## src/rtl/rv_fetch_unit_pkg.sv

```systemverilog
// Shared fetch-path defines: PC/instruction widths, reset vector and the register bus shape.
// Imported by the fetch unit and its instruction buffer.
package rv_fetch_unit_pkg;

    localparam int          XLEN_DEFAULT     = 64;
    localparam logic [63:0] RESET_PC_DEFAULT = 64'h0000_0000_8000_0000;
    localparam int          INST_W           = 32;

    localparam int REG_BUS_AW = 32;
    localparam int REG_BUS_DW = 32;

    typedef struct packed {
        logic                  vld;
        logic                  wr;
        logic [REG_BUS_AW-1:0] addr;
        logic [REG_BUS_DW-1:0] dat;
    } reg_bus_t;

endpackage

```

## src/rtl/fetch_fifo.sv

```systemverilog
// Instruction buffer: circular FIFO with occupancy count and synchronous flush.
// Latency: push visible at head on the next cycle.
// Backpressure: push ignored when full unless a pop happens in the same cycle.
module fetch_fifo #(
    parameter  int WIDTH = 8,
    parameter  int DEPTH = 4,
    localparam int AW    = $clog2(DEPTH),
    localparam int CW    = AW + 1
) (
    input  logic             clk,
    input  logic             rst,
    input  logic             push,
    input  logic [WIDTH-1:0] push_dat,
    input  logic             pop,
    output logic [WIDTH-1:0] pop_dat,
    input  logic             flush,
    output logic             full,
    output logic             empty,
    output logic [CW-1:0]    count
);

    logic [WIDTH-1:0] mem [DEPTH];
    logic [AW-1:0]    wr_ptr;
    logic [AW-1:0]    rd_ptr;
    logic             do_push;
    logic             do_pop;

    assign full    = (count == CW'(DEPTH));
    assign empty   = (count == '0);
    assign do_pop  = pop && !empty;
    assign do_push = push && (!full || do_pop);
    assign pop_dat = mem[rd_ptr];

    always_ff @(posedge clk) begin
        if (do_push && !flush) begin
            mem[wr_ptr] <= push_dat;
        end
    end

    always_ff @(posedge clk or negedge rst) begin
        if (!rst) begin
            wr_ptr <= '0;
            rd_ptr <= '0;
            count  <= '0;
        end else if (flush) begin
            wr_ptr <= '0;
            rd_ptr <= '0;
            count  <= '0;
        end else begin
            if (do_push) wr_ptr <= wr_ptr + AW'(1);
            if (do_pop)  rd_ptr <= rd_ptr + AW'(1);
            case ({do_push, do_pop})
                2'b10:   count <= count + CW'(1);
                2'b01:   count <= count - CW'(1);
                default: count <= count;
            endcase
        end
    end

endmodule

```

## src/rtl/rv_fetch_unit.sv

```systemverilog
// In-order instruction fetch with credit-limited requests, redirect flush and response dropping.
// Latency: rvalid at T -> out_valid at T+1; with FETCH_BYPASS_EN an empty buffer forwards at T.
// Backpressure: out_ready low fills the buffer; requests stop once buffer + in-flight reach DEPTH.
module rv_fetch_unit
    import rv_fetch_unit_pkg::*;
#(
    parameter int               XLEN     = XLEN_DEFAULT,
    parameter int               DEPTH    = 4,
    parameter logic [XLEN-1:0]  RESET_PC = XLEN'(RESET_PC_DEFAULT)
) (
    input  logic              clk,
    input  logic              rst,
    output logic              imem_req,
    output logic [XLEN-1:0]   imem_addr,
    input  logic              imem_gnt,
    input  logic              imem_rvalid,
    input  logic [INST_W-1:0] imem_rdata,
    input  logic              redirect_valid,
    input  logic [XLEN-1:0]   redirect_pc,
    output logic              out_valid,
    input  logic              out_ready,
    output logic [INST_W-1:0] out_inst,
    output logic [XLEN-1:0]   out_pc
);

    localparam int             AW      = $clog2(DEPTH);
    localparam int             CW      = AW + 1;
    localparam int             EW      = INST_W + XLEN;
    localparam logic [CW:0]    CREDITS = DEPTH[CW:0];

    logic [XLEN-1:0] fetch_pc;
    logic [CW-1:0]   outstanding;
    logic [CW-1:0]   drop_cnt;
    logic [CW-1:0]   fifo_count;
    logic [CW:0]     credit_used;
    logic            fifo_full;
    logic            fifo_empty;
    logic            fifo_push;
    logic            fifo_pop;
    logic [EW-1:0]   fifo_head;
    logic            gnt_fire;
    logic            rsp_keep;
    logic [XLEN-1:0] redirect_aligned;

    // Request PCs in issue order; responses (kept or dropped) retire entries in the same order.
    logic [XLEN-1:0] pcq_mem [DEPTH];
    logic [AW-1:0]   pcq_wr;
    logic [AW-1:0]   pcq_rd;
    logic [XLEN-1:0] rsp_pc;

    assign credit_used      = {1'b0, fifo_count} + {1'b0, outstanding};
    assign imem_req         = rst && !redirect_valid && !fifo_full && (credit_used < CREDITS);
    assign imem_addr        = fetch_pc;
    assign gnt_fire         = imem_req && imem_gnt;
    assign redirect_aligned = redirect_pc & ~XLEN'(3);
    assign rsp_pc           = pcq_mem[pcq_rd];
    assign rsp_keep         = rst && imem_rvalid && (drop_cnt == '0) && !redirect_valid;

`ifdef FETCH_BYPASS_EN
    logic bypass_fire;

    assign bypass_fire = rsp_keep && fifo_empty;
    assign out_valid   = (!fifo_empty && !redirect_valid) || bypass_fire;
    assign out_inst    = bypass_fire ? imem_rdata : fifo_head[EW-1:XLEN];
    assign out_pc      = bypass_fire ? rsp_pc     : fifo_head[XLEN-1:0];
    assign fifo_push   = rsp_keep && !(bypass_fire && out_ready);
    assign fifo_pop    = !fifo_empty && !redirect_valid && out_ready;
`else
    assign out_valid   = !fifo_empty && !redirect_valid;
    assign out_inst    = fifo_head[EW-1:XLEN];
    assign out_pc      = fifo_head[XLEN-1:0];
    assign fifo_push   = rsp_keep;
    assign fifo_pop    = out_valid && out_ready;
`endif

    fetch_fifo #(
        .WIDTH (EW),
        .DEPTH (DEPTH)
    ) u_fifo (
        .clk      (clk),
        .rst      (rst),
        .push     (fifo_push),
        .push_dat ({imem_rdata, rsp_pc}),
        .pop      (fifo_pop),
        .pop_dat  (fifo_head),
        .flush    (redirect_valid),
        .full     (fifo_full),
        .empty    (fifo_empty),
        .count    (fifo_count)
    );

    always_ff @(posedge clk) begin
        if (gnt_fire) begin
            pcq_mem[pcq_wr] <= fetch_pc;
        end
    end

    always_ff @(posedge clk or negedge rst) begin
        if (!rst) begin
            fetch_pc    <= RESET_PC;
            outstanding <= '0;
            drop_cnt    <= '0;
            pcq_wr      <= '0;
            pcq_rd      <= '0;
        end else begin
            if (redirect_valid) begin
                fetch_pc <= redirect_aligned;
            end else if (gnt_fire) begin
                fetch_pc <= fetch_pc + XLEN'(4);
            end

            case ({gnt_fire, imem_rvalid})
                2'b10:   outstanding <= outstanding + CW'(1);
                2'b01:   outstanding <= outstanding - CW'(1);
                default: outstanding <= outstanding;
            endcase

            // Everything still in flight after this edge belongs to the old stream.
            if (redirect_valid) begin
                drop_cnt <= outstanding - CW'(imem_rvalid);
            end else if (imem_rvalid && (drop_cnt != '0)) begin
                drop_cnt <= drop_cnt - CW'(1);
            end

            if (gnt_fire)    pcq_wr <= pcq_wr + AW'(1);
            if (imem_rvalid) pcq_rd <= pcq_rd + AW'(1);
        end
    end

endmodule
```

## config.mk

```make
export PLATFORM = sky130hd
export DESIGN_NAME = rv_fetch_unit
export DESIGN_NICKNAME = d
export VERILOG_FILES = /design/src/rtl/rv_fetch_unit_pkg.sv /design/src/rtl/fetch_fifo.sv /design/src/rtl/rv_fetch_unit.sv
export SDC_FILE = /design/constraint.sdc
export NUM_CORES = 1
export LEC_CHECK = 0
export BUFFER_PORTS_ARGS = -buffer_cell sky130_fd_sc_hd__buf_2
export CORE_MARGIN = 1.5
export CORE_UTILIZATION = 41
export CTS_BUF_LIST = sky130_fd_sc_hd__clkbuf_16
export DETAILED_ROUTE_END_ITERATION = 10
export SLEW_MARGIN = 5
export SYNTH_ARGS = -nofsm -noshare
export SYNTH_HDL_FRONTEND = slang
export SYNTH_SLANG_ARGS = --single-unit
```

## constraint.sdc

```tcl
create_clock -name clk -period 4.06 [get_ports clk]
set_input_delay 0.203 -clock clk [delete_from_list [all_inputs] [get_ports clk]]
set_output_delay 0.203 -clock clk [all_outputs]
set_load 0.03 [all_outputs]
```

Word-level counts from Yosys, hierarchy flattened
Memory sizes are Yosys's and may differ from the RTL's.
Index checks and enable logic that the tools add are counted.
{"block": "op_classes", "addsub": 12, "order_cmp": 1, "n_eq_ne": 5, "muxes": 15, "n_reduce_logical": 26}
{"cell": "$mux W64", "n": 2}
{"cell": "$add A64 B3 Y64 const B", "n": 1}
{"cell": "$logic_and A1 B1 Y1", "n": 13}
{"cell": "$pmux W3 S2", "n": 2}
{"cell": "$reduce_bool A2 Y1", "n": 5}
{"cell": "$mux W3", "n": 3}
{"cell": "$sub A3 B1 Y3 const B", "n": 3}
{"cell": "$add A2 B1 Y2 const B", "n": 4}
{"cell": "$mux W2", "n": 4}
{"cell": "$add A3 B1 Y3 const B", "n": 2}
{"cell": "$logic_not A3 Y1", "n": 2}
{"cell": "$reduce_bool A3 Y1", "n": 2}
{"cell": "$add A3 B3 Y4", "n": 1}
{"cell": "$eq A2 B1 Y1 const B", "n": 2}
{"cell": "$eq A2 B2 Y1 const B", "n": 2}
{"cell": "$lt A4 B3 Y1 const B", "n": 1}
{"cell": "$mux W1", "n": 4}
{"cell": "$eq A3 B3 Y1 const B", "n": 1}
{"cell": "$logic_not A1 Y1", "n": 3}
{"cell": "$sub A3 B1 Y3", "n": 1}
{"cell": "$logic_or A1 B1 Y1", "n": 1}
{"block": "word_totals", "ff_bits": 81, "ram_bits": 640, "in_bits": 102, "output_inout_bits": 162, "word_cells": 69, "n_memories": 2}
{"memory": "u_fifo.mem", "depth": 4, "width": 96, "read_ports": 1, "rd_ports_with_merged_regs": 0, "write_ports": 1, "line_no": "fetch_fifo.sv:22", "text": "logic [WIDTH-1:0] mem [DEPTH];"}
{"memory": "pcq_mem", "depth": 4, "width": 64, "read_ports": 1, "rd_ports_with_merged_regs": 0, "write_ports": 1, "line_no": "rv_fetch_unit.sv:46", "text": "logic [XLEN-1:0] pcq_mem [DEPTH];"}

Logic depth before layout (Yosys ltp)
Gate-level depths: netlist of the first run.
{"block": "depth", "depth_word": 10, "ltp_mapped": 12}

By module
A second synthesis of the first run with hierarchy kept.
{"block": "hier_totals", "cells_unflattened": 1464, "hier_area_um2": 28212.1}
{"module": "fetch_fifo", "instances": 1, "cells_per_inst": 566, "area_each_um2": 14420.1, "seq_area_each_um2": 11706.2}
{"module": "rv_fetch_unit", "instances": 1, "cells_per_inst": 898, "area_each_um2": 13792.0, "seq_area_each_um2": 9250.1}

Worst setup path after synthesis of the first run
No wires, ideal clock.
{"block": "synth_timing", "path_kind": "reg-to-reg", "start": "register u_fifo.count[2]", "end": "memory pcq_mem[3][10] (netlist name) (enable)", "setup_ns": 0.427, "arrival_ns": 3.567, "slack_ns": 0.067, "path_stages_with_launch": 8, "n_path_buf": 3, "synth_period_minus_slack_ns": 3.993, "path_cell_list": "dfrtp_1 > ha_1 > or4b_1 > nor4_2 > buf_4 > buf_2 > buf_2 > and2_1"}
{"block": "synth_via", "elab_chain_cells": 7, "elab_cells_between_ends": 9, "cone_classes": "add/sub (1); order compare (1); eq/ne (1); mux (2); reduce/logical (4)"}
{"element": "start: declaration", "line_no": "fetch_fifo.sv:19", "text": "output logic [CW-1:0] count"}
{"element": "start signal: assignment", "line_no": "fetch_fifo.sv:53", "text": "2'b10: count <= count + CW'(1);"}
{"element": "start signal: assignment", "line_no": "fetch_fifo.sv:54", "text": "2'b01: count <= count - CW'(1);"}
{"element": "start signal: assignment", "line_no": "fetch_fifo.sv:55", "text": "default: count <= count;"}
{"element": "parallel branches: the longest is 3 deep, another holds $add A3 B3 Y4"}
{"element": "$logic_and A1 B1 Y1 (*)", "line_no": "rv_fetch_unit.sv:52", "text": "assign imem_req = rst && !redirect_valid && !fifo_full && (credit_used < CREDITS);"}
{"element": "$logic_and A1 B1 Y1 (*)", "line_no": "rv_fetch_unit.sv:54", "text": "assign gnt_fire = imem_req && imem_gnt;"}
{"element": "$mux W1 (*)", "line_no": "rv_fetch_unit.sv:93", "text": "if (gnt_fire) begin"}
{"element": "$mux W1 (implied by the code) (*)", "line_no": "rv_fetch_unit.sv:94", "text": "pcq_mem[pcq_wr] <= fetch_pc;"}
{"element": "end: declaration", "line_no": "rv_fetch_unit.sv:46"}
Every way passes the cells marked *.

Final worst setup path of the first run
{"block": "layout_timing", "start": "register u_fifo.count[2]", "end": "memory pcq_mem[1][9] (netlist name) (enable)"}
Same word-level chain as after synthesis.

==> results of run 1 <==
-- cells in the mapped netlist, types with 6 or more instances --
cell type,number
buf_1,9
mux2i_1,6
or3_1,8
a21oi_1,15
buf_2,10
and2_1,15
xnor2_1,10
nor2_1,30
xor2_1,9
and4_1,7
a31o_2,6
and3_1,18
ha_1,16
nand4_1,29
nor4_1,7
nand3_1,47
nand2_1,87
inv_1,20
clkbuf_1,48
o21ai_0,33
edfxtp_1,624
o211ai_1,20
mux4_2,156
a31oi_1,7
dfrtp_1,78
a22oi_1,6
or4_1,8
o311ai_0,14
nor3_1,15
-- sequential cells by signal (all words and copies together), names as in the netlist --
signal / count
u_fifo.wr_ptr: 2
u_fifo.count: 3
outstanding: 3
pcq_wr: 2
imem_addr: 62
u_fifo.mem: 376
u_fifo.rd_ptr: 2
pcq_mem: 248
drop_cnt: 3
pcq_rd: 2
-- metal layers --
layer / global-route usage, % / share of wire (%) / up-vias
li1: - / - / 6710
met1: 26.02 / 42 / 7892
met2: 31.10 / 49 / 487
met3: 4.219 / 6.4 / 107
met4: 7.155 / 2.9 / 2
met5: 0 / 0.020 / -
-- where the power goes --
group | total [W] | switching [W] | internal [W]
registers | 0.00926 | 0.000593 | 0.00867
clock network | 0.00661 | 0.00276 | 0.00385
logic | 0.00378 | 0.00220 | 0.00158
total | 0.0196 | 0.00555 | 0.0141
-- area by class of cell --
type                       instances  area (sq um)  share of cell area, %
sequential                       703         20730                  61.64
multi-input combinational        642          6649                  19.77
timing repair buffer             394          2700                  8.029
clock buffer                      74          1852                  5.507
tap                              873          1092                  3.248
clock inverter                    59         528.0                  1.570
inverter                          21         78.83                 0.2344
-- worst max-delay path: stages (launching register included) --
cell and delay, ns:
dfrtp_1 0.45, ha_1 0.31, or4b_1 0.58, nor4_4 0.21
buf_12 0.29, and2_2 0.47, buf_4 0.37
-- stage by stage --
stage	cells	setup slack (ns)	area, sq um	utilization [%]
after floorplan	1439	0.06668	27730	-
after global placement	2535	1.059	30270	45.15
after detailed placement	2535	1.027	30270	45.15
after CTS	2766	0.9136	33630	50.16
after global routing	2766	0.8775	33630	50.16
final	2766	1.019	33630	50.16
-- how the worst min path moves through the flow --
stage / depth (start not counted) / startpoint / to
global route: 2 / redirect_valid / imem_addr[8]$_DFFE_PN0N_
finish: 3 / redirect_valid / imem_addr[8]$_DFFE_PN0N_
detailed placement: 1 / rst / drop_cnt[1]$_DFFE_PN0P_
CTS: 3 / redirect_valid / imem_addr[8]$_DFFE_PN0N_
floorplan: 0 / rst / drop_cnt[0]$_DFFE_PN0P_
global placement: 1 / rst / drop_cnt[0]$_DFFE_PN0P_
-- cells by family (layout without fill, tap and decap cells) --
kind of cell | after synthesis | count (layout) | share of synthesized area, %
AOI/OAI and AO/OA | 134 | 134 | 3.327
muxes | 163 | 163 | 12.93
and+or+nand+nor | 304 | 304 | 6.122
adders and majority gates | 18 | 18 | 0.8668
buffers and inverters | 94 | 548 | 1.390
xor gates and xnor gates | 19 | 19 | 0.6004
DFF | 703 | 703 | 74.75
other | 1 | 4 | 0.01353
==> impl_metrics.py, run 1 <==
metrics = {
    "die": {
        "core_sq_um": 67040,
        "fp.dieW_um": 263.0,
        "ioPinCount": 264,
        "initial_utilization_pct": 41.34,
        "die-area_sq_um": 69170,
        "row_count": 95,
        "die_y_um": 263.0,
    },
    "worst_hold_path": {
        "hp-class": "in -> reg",
    },
    "clock_network": {
        "cts_resized": 0,
        "cts_max_level": 3,
        "cts_tree": "built",
        "clk_pin_slew_ns": 0.06,
        "numCtsBuffers": 73,
        "clock_path_buffers": 3,
        "clock_latency_ns": 0.62,
        "cts_setup_buffers": 0,
        "cts_root_buf": "clkbuf_16",
        "holdBufCountCts": 98,
        "clock-sinks": 703,
    },
    "timing": {
        "fmax_mhz": 328.8,
        "timing.max_slew.rel_slack_pct": 37.60,
        "rsz0062_at_grt": "false",
        "finalMaxSlewViolations": 0,
        "setup_viol": 0,
        "whs_ns": 0.05678,
        "hold_violations": 0,
        "post-route-min-period_ns": 3.041,
        "clock_skew_ns": 0.02330,
        "worst_pin_slew_ns": 0.9360,
        "post-route-period-util_pct": 74.90,
        "fin_setup_tns_ns": 0,
    },
    "cells_and_area": {
        "layout_common_cells": "edfxtp_1 (624), buf_2 (256), mux4_2 (156)",
        "nFillCells": 5548,
        "area_growth_pct": 21.34,
        "finalNetCount": 1955,
        "layout-drive-gt1-share_pct": 31.54,
        "final_common_cell": "edfxtp_1",
        "num_antenna_cells": 0,
    },
    "synthesis": {
        "yosysWarnings": 0,
        "synthTopCellsByArea": "edfxtp_1 (68%), mux4_2 (13%), dfrtp_1 (7.0%)",
        "ys_seq_area_share_pct": 74.75,
        "postSynthAreaPerCell_sq_um": 19.30,
        "ys_ff_latch": 703,
        "synth_edf_count": 624,
        "synthDominantCellAreaShare_pct": 67.61,
        "postSynthCellCount": 1436,
        "yosysTopAreaCell": "edfxtp_1",
        "syn-cell-area_sq_um": 27720,
        "synth_cell_types": 64,
        "async_reset_ff_share_pct": 11.24,
        "ys.flop_type": "edfxtp_1",
    },
    "setup_path": {
        "endpoint_kind": "register",
        "r2r_cells": 6,
        "critical_path.max_fanout": 48,
        "cp-endpoint": "pcq_mem[1][9]$_DFFE_PP_",
        "crit_arrival_ns": 3.33,
        "crit_path_start_kind": "register",
        "crit_required_ns": 4.35,
        "crit_start": "u_fifo.count[2]$_DFFE_PN0P_",
        "r2r_start": "u_fifo.count[2]$_DFFE_PN0P_",
        "r2r-end": "pcq_mem[1][9]$_DFFE_PP_",
        "worst-setup-path-type": "reg -> reg",
        "r2r_slack_ns": 1.02,
    },
    "drt": {
        "wl_per_cell_um": 24.05,
        "drc": 0,
        "drtIter0Drc": 1183,
        "first_pass_iters": 5,
        "avgViaCountPerCell": 5.495,
        "ant_nets": 0,
        "drt_wl_total_mm": 66.51,
        "num_vias": 15198,
    },
    "pwr": {
        "leakage_nw": 11.53,
        "finalPower_w": 0.01965,
        "ir_drop_mv": 0.2986,
        "power_density_nw_per_um2": 584.3,
    },
    "place": {
        "portBuffers": 257,
        "gp_congestion": 0.8328,
        "dp_hpwl_mm": 42.23,
    },
    "run": {
        "drv_cap": 0,
    },
    "global_routing": {
        "grt_usage_pct": 19.35,
        "overflow": 0,
        "antenna_found_initial": 1,
        "grt_pass1_wl_mm": 99.25,
        "grt_pass1_vias": 15534,
        "grt_max_degree": 67,
    },
    "outcome": {
        "outcome": "finished, final reports clean",
    },
}
Note: power is estimated with default switching activity, not from simulation.
==> run 2, diff against run 1 <==
==> constraint.sdc (replaced) <==
create_clock -name clk -period 2.82 [get_ports clk]
set_input_delay 0.141 -clock clk [delete_from_list [all_inputs] [get_ports clk]]
set_output_delay 0.141 -clock clk [all_outputs]
set_load 0.03 [all_outputs]
==> impl_metrics.py, run 2 (synthesis gave the netlist of run 1 again) <==
metrics = {
    "outcome": {
        "outcome": "finished, final reports clean",
    },
    "cells_and_area": {
        "largest_register_ffs": 376,
        "final_common_cell": "edfxtp_1",
        "top_register": "u_fifo.mem",
        "num_antenna_cells": 0,
        "layout_common_cells": "edfxtp_1 (624), buf_2 (256), mux4_2 (156)",
        "area_growth_pct": 22.97,
        "final_area_sq_um": 34080,
        "fin_cells": 2808,
        "layout-drive-gt1-share_pct": 32.92,
        "finalNetCount": 1998,
    },
    "pwr": {
        "finalPower_w": 0.02801,
        "power_density_nw_per_um2": 822.0,
        "ir_drop_mv": 0.3728,
        "leakage_nw": 11.78,
    },
    "timing": {
        "fmax_mhz": 372.2,
        "finalMaxSlewViolations": 0,
        "rsz0062_at_grt": "false",
        "hold_violations": 0,
        "whs_ns": 0.05474,
        "clock_skew_ns": 0.01839,
        "timing.max_slew.rel_slack_pct": 25.11,
        "setup_viol": 0,
        "worst_pin_slew_ns": 1.122,
        "post-route-min-period_ns": 2.687,
        "post-route-period-util_pct": 95.29,
    },
    "clock_network": {
        "numCtsBuffers": 74,
        "cts_max_level": 3,
        "cts_tree": "built",
        "cts_setup_buffers": 0,
        "clock_path_buffers": 3,
        "cts_root_buf": "clkbuf_16",
        "clock_latency_ns": 0.61,
        "clk_pin_slew_ns": 0.06,
        "clock-sinks": 703,
    },
    "place": {
        "place_area_sq_um": 30840,
        "dp_hpwl_mm": 43.61,
        "gp_congestion": 0.7929,
        "placed_cells": 2578,
        "portBuffers": 257,
    },
    "global_routing": {
        "grt_use_met3_pct": 3.508,
        "grt_max_degree": 60,
        "antenna_found_initial": 1,
        "met2_usage_pct": 31.80,
        "top_usage_layer": "met2",
        "grt_usage_pct": 19.58,
        "overflow": 0,
        "grt_pass1_wl_mm": 100.7,
        "use_met1_pct": 26.91,
        "grt_pass1_vias": 15824,
    },
    "drt": {
        "wl_per_cell_um": 23.87,
        "ant_nets": 0,
        "drt_wl_total_mm": 67.03,
        "drc": 0,
        "drtIter0Drc": 1136,
        "first_pass_iters": 5,
        "num_vias": 15382,
        "avgViaCountPerCell": 5.478,
    },
    "setup_path": {
        "crit_required_ns": 3.31,
        "crit_arrival_ns": 3.17,
        "worst-setup-path-type": "reg -> reg",
        "critical_path.max_fanout": 9,
        "crit_path_start_kind": "register",
        "endpoint_kind": "register",
    },
    "die": {
        "die-area_sq_um": 69170,
        "row_count": 95,
        "core_sq_um": 67040,
        "ioPinCount": 264,
        "die_y_um": 263.0,
        "fp.dieW_um": 263.0,
        "initial_utilization_pct": 41.34,
    },
    "run": {
        "drv_cap": 0,
    },
    "worst_hold_path": {
        "hp-class": "in -> reg",
    },
}
run 2: path summary, 6_finish.rpt:
path / startpoint / end / slack (ns) / depth (start not counted)
setup / recovery: outstanding[2]$_DFFE_PN0P_ / imem_addr[42]$_DFFE_PN0N_ / 0.13 / 7
max in group asynchronous: rst / u_fifo.rd_ptr[1]$_DFFE_PN0P_ / 1.51 / 4
min in group asynchronous: rst / drop_cnt[2]$_DFFE_PN0P_ / 0.10 / 3
hold reg to reg: outstanding[0]$_DFFE_PN0P_ / outstanding[0]$_DFFE_PN0P_ / 0.51 / 1
setup reg to reg: outstanding[2]$_DFFE_PN0P_ / imem_addr[42]$_DFFE_PN0N_ / 0.13 / 7
hold / removal: redirect_valid / imem_addr[27]$_DFFE_PN0N_ / 0.05 / 4
run 2: through the flow:
step / setup WS (ns) / utilization, % / setup TNS [ns]
3_3_place_gp: 0.1741 / 46.01 / 0
5_1_grt: 0.01347 / 50.84 / 0
3_5_place_dp: 0.1695 / 46.01 / 0
4_1_cts: 0.1197 / 50.84 / 0
2_1_floorplan: -0.2338 / - / -43.48
6_report: 0.1330 / 50.84 / 0
run 2: area by class of cell:
type / instances / area, sq um
Clock buffer: 76 / 1902
Sequential cell: 703 / 20730
Clock inverter: 57 / 365.4
Tap cell: 873 / 1092
Fill cell: 5473 / 32960
Multi-Input combinational cell: 642 / 6660
Inverter: 21 / 78.83
Timing Repair Buffer: 436 / 3251
run 2: what timing repair did:
| action | 4_1_cts | 5_1_grt |
|---|---|---|
| resized for setup | 0 | 1 |
| endpoints found under the setup margin | 0 | 1 |
| hold endpoints to repair | 214 | 0 |
| hold buffers | 97 | 0 |
run 2: per-layer routing:
layer  vias up  routed length, um
met3       103               4290
met1      7938              28360
met2       544              32690
li1       6797                  -
met5         -                  0
met4         0               1695
run 2: critical path, stage by stage (launching register included):
cell and delay [ns]:
dfrtp_1 0.41, ha_1 0.32, or4b_4 0.55, nor4_4 0.23, buf_4 0.25, nand4_2 0.21, or2_0 0.31, o311ai_1 0.28
run 2: where the power goes:
part           switching (W)  internal [W]  total, W  leakage (nW)
registers           0.000710        0.0125    0.0132          6.59
clock network        0.00388       0.00517   0.00904          1.20
logic                0.00335       0.00243   0.00578          4.00
total                0.00793        0.0201    0.0280          11.8
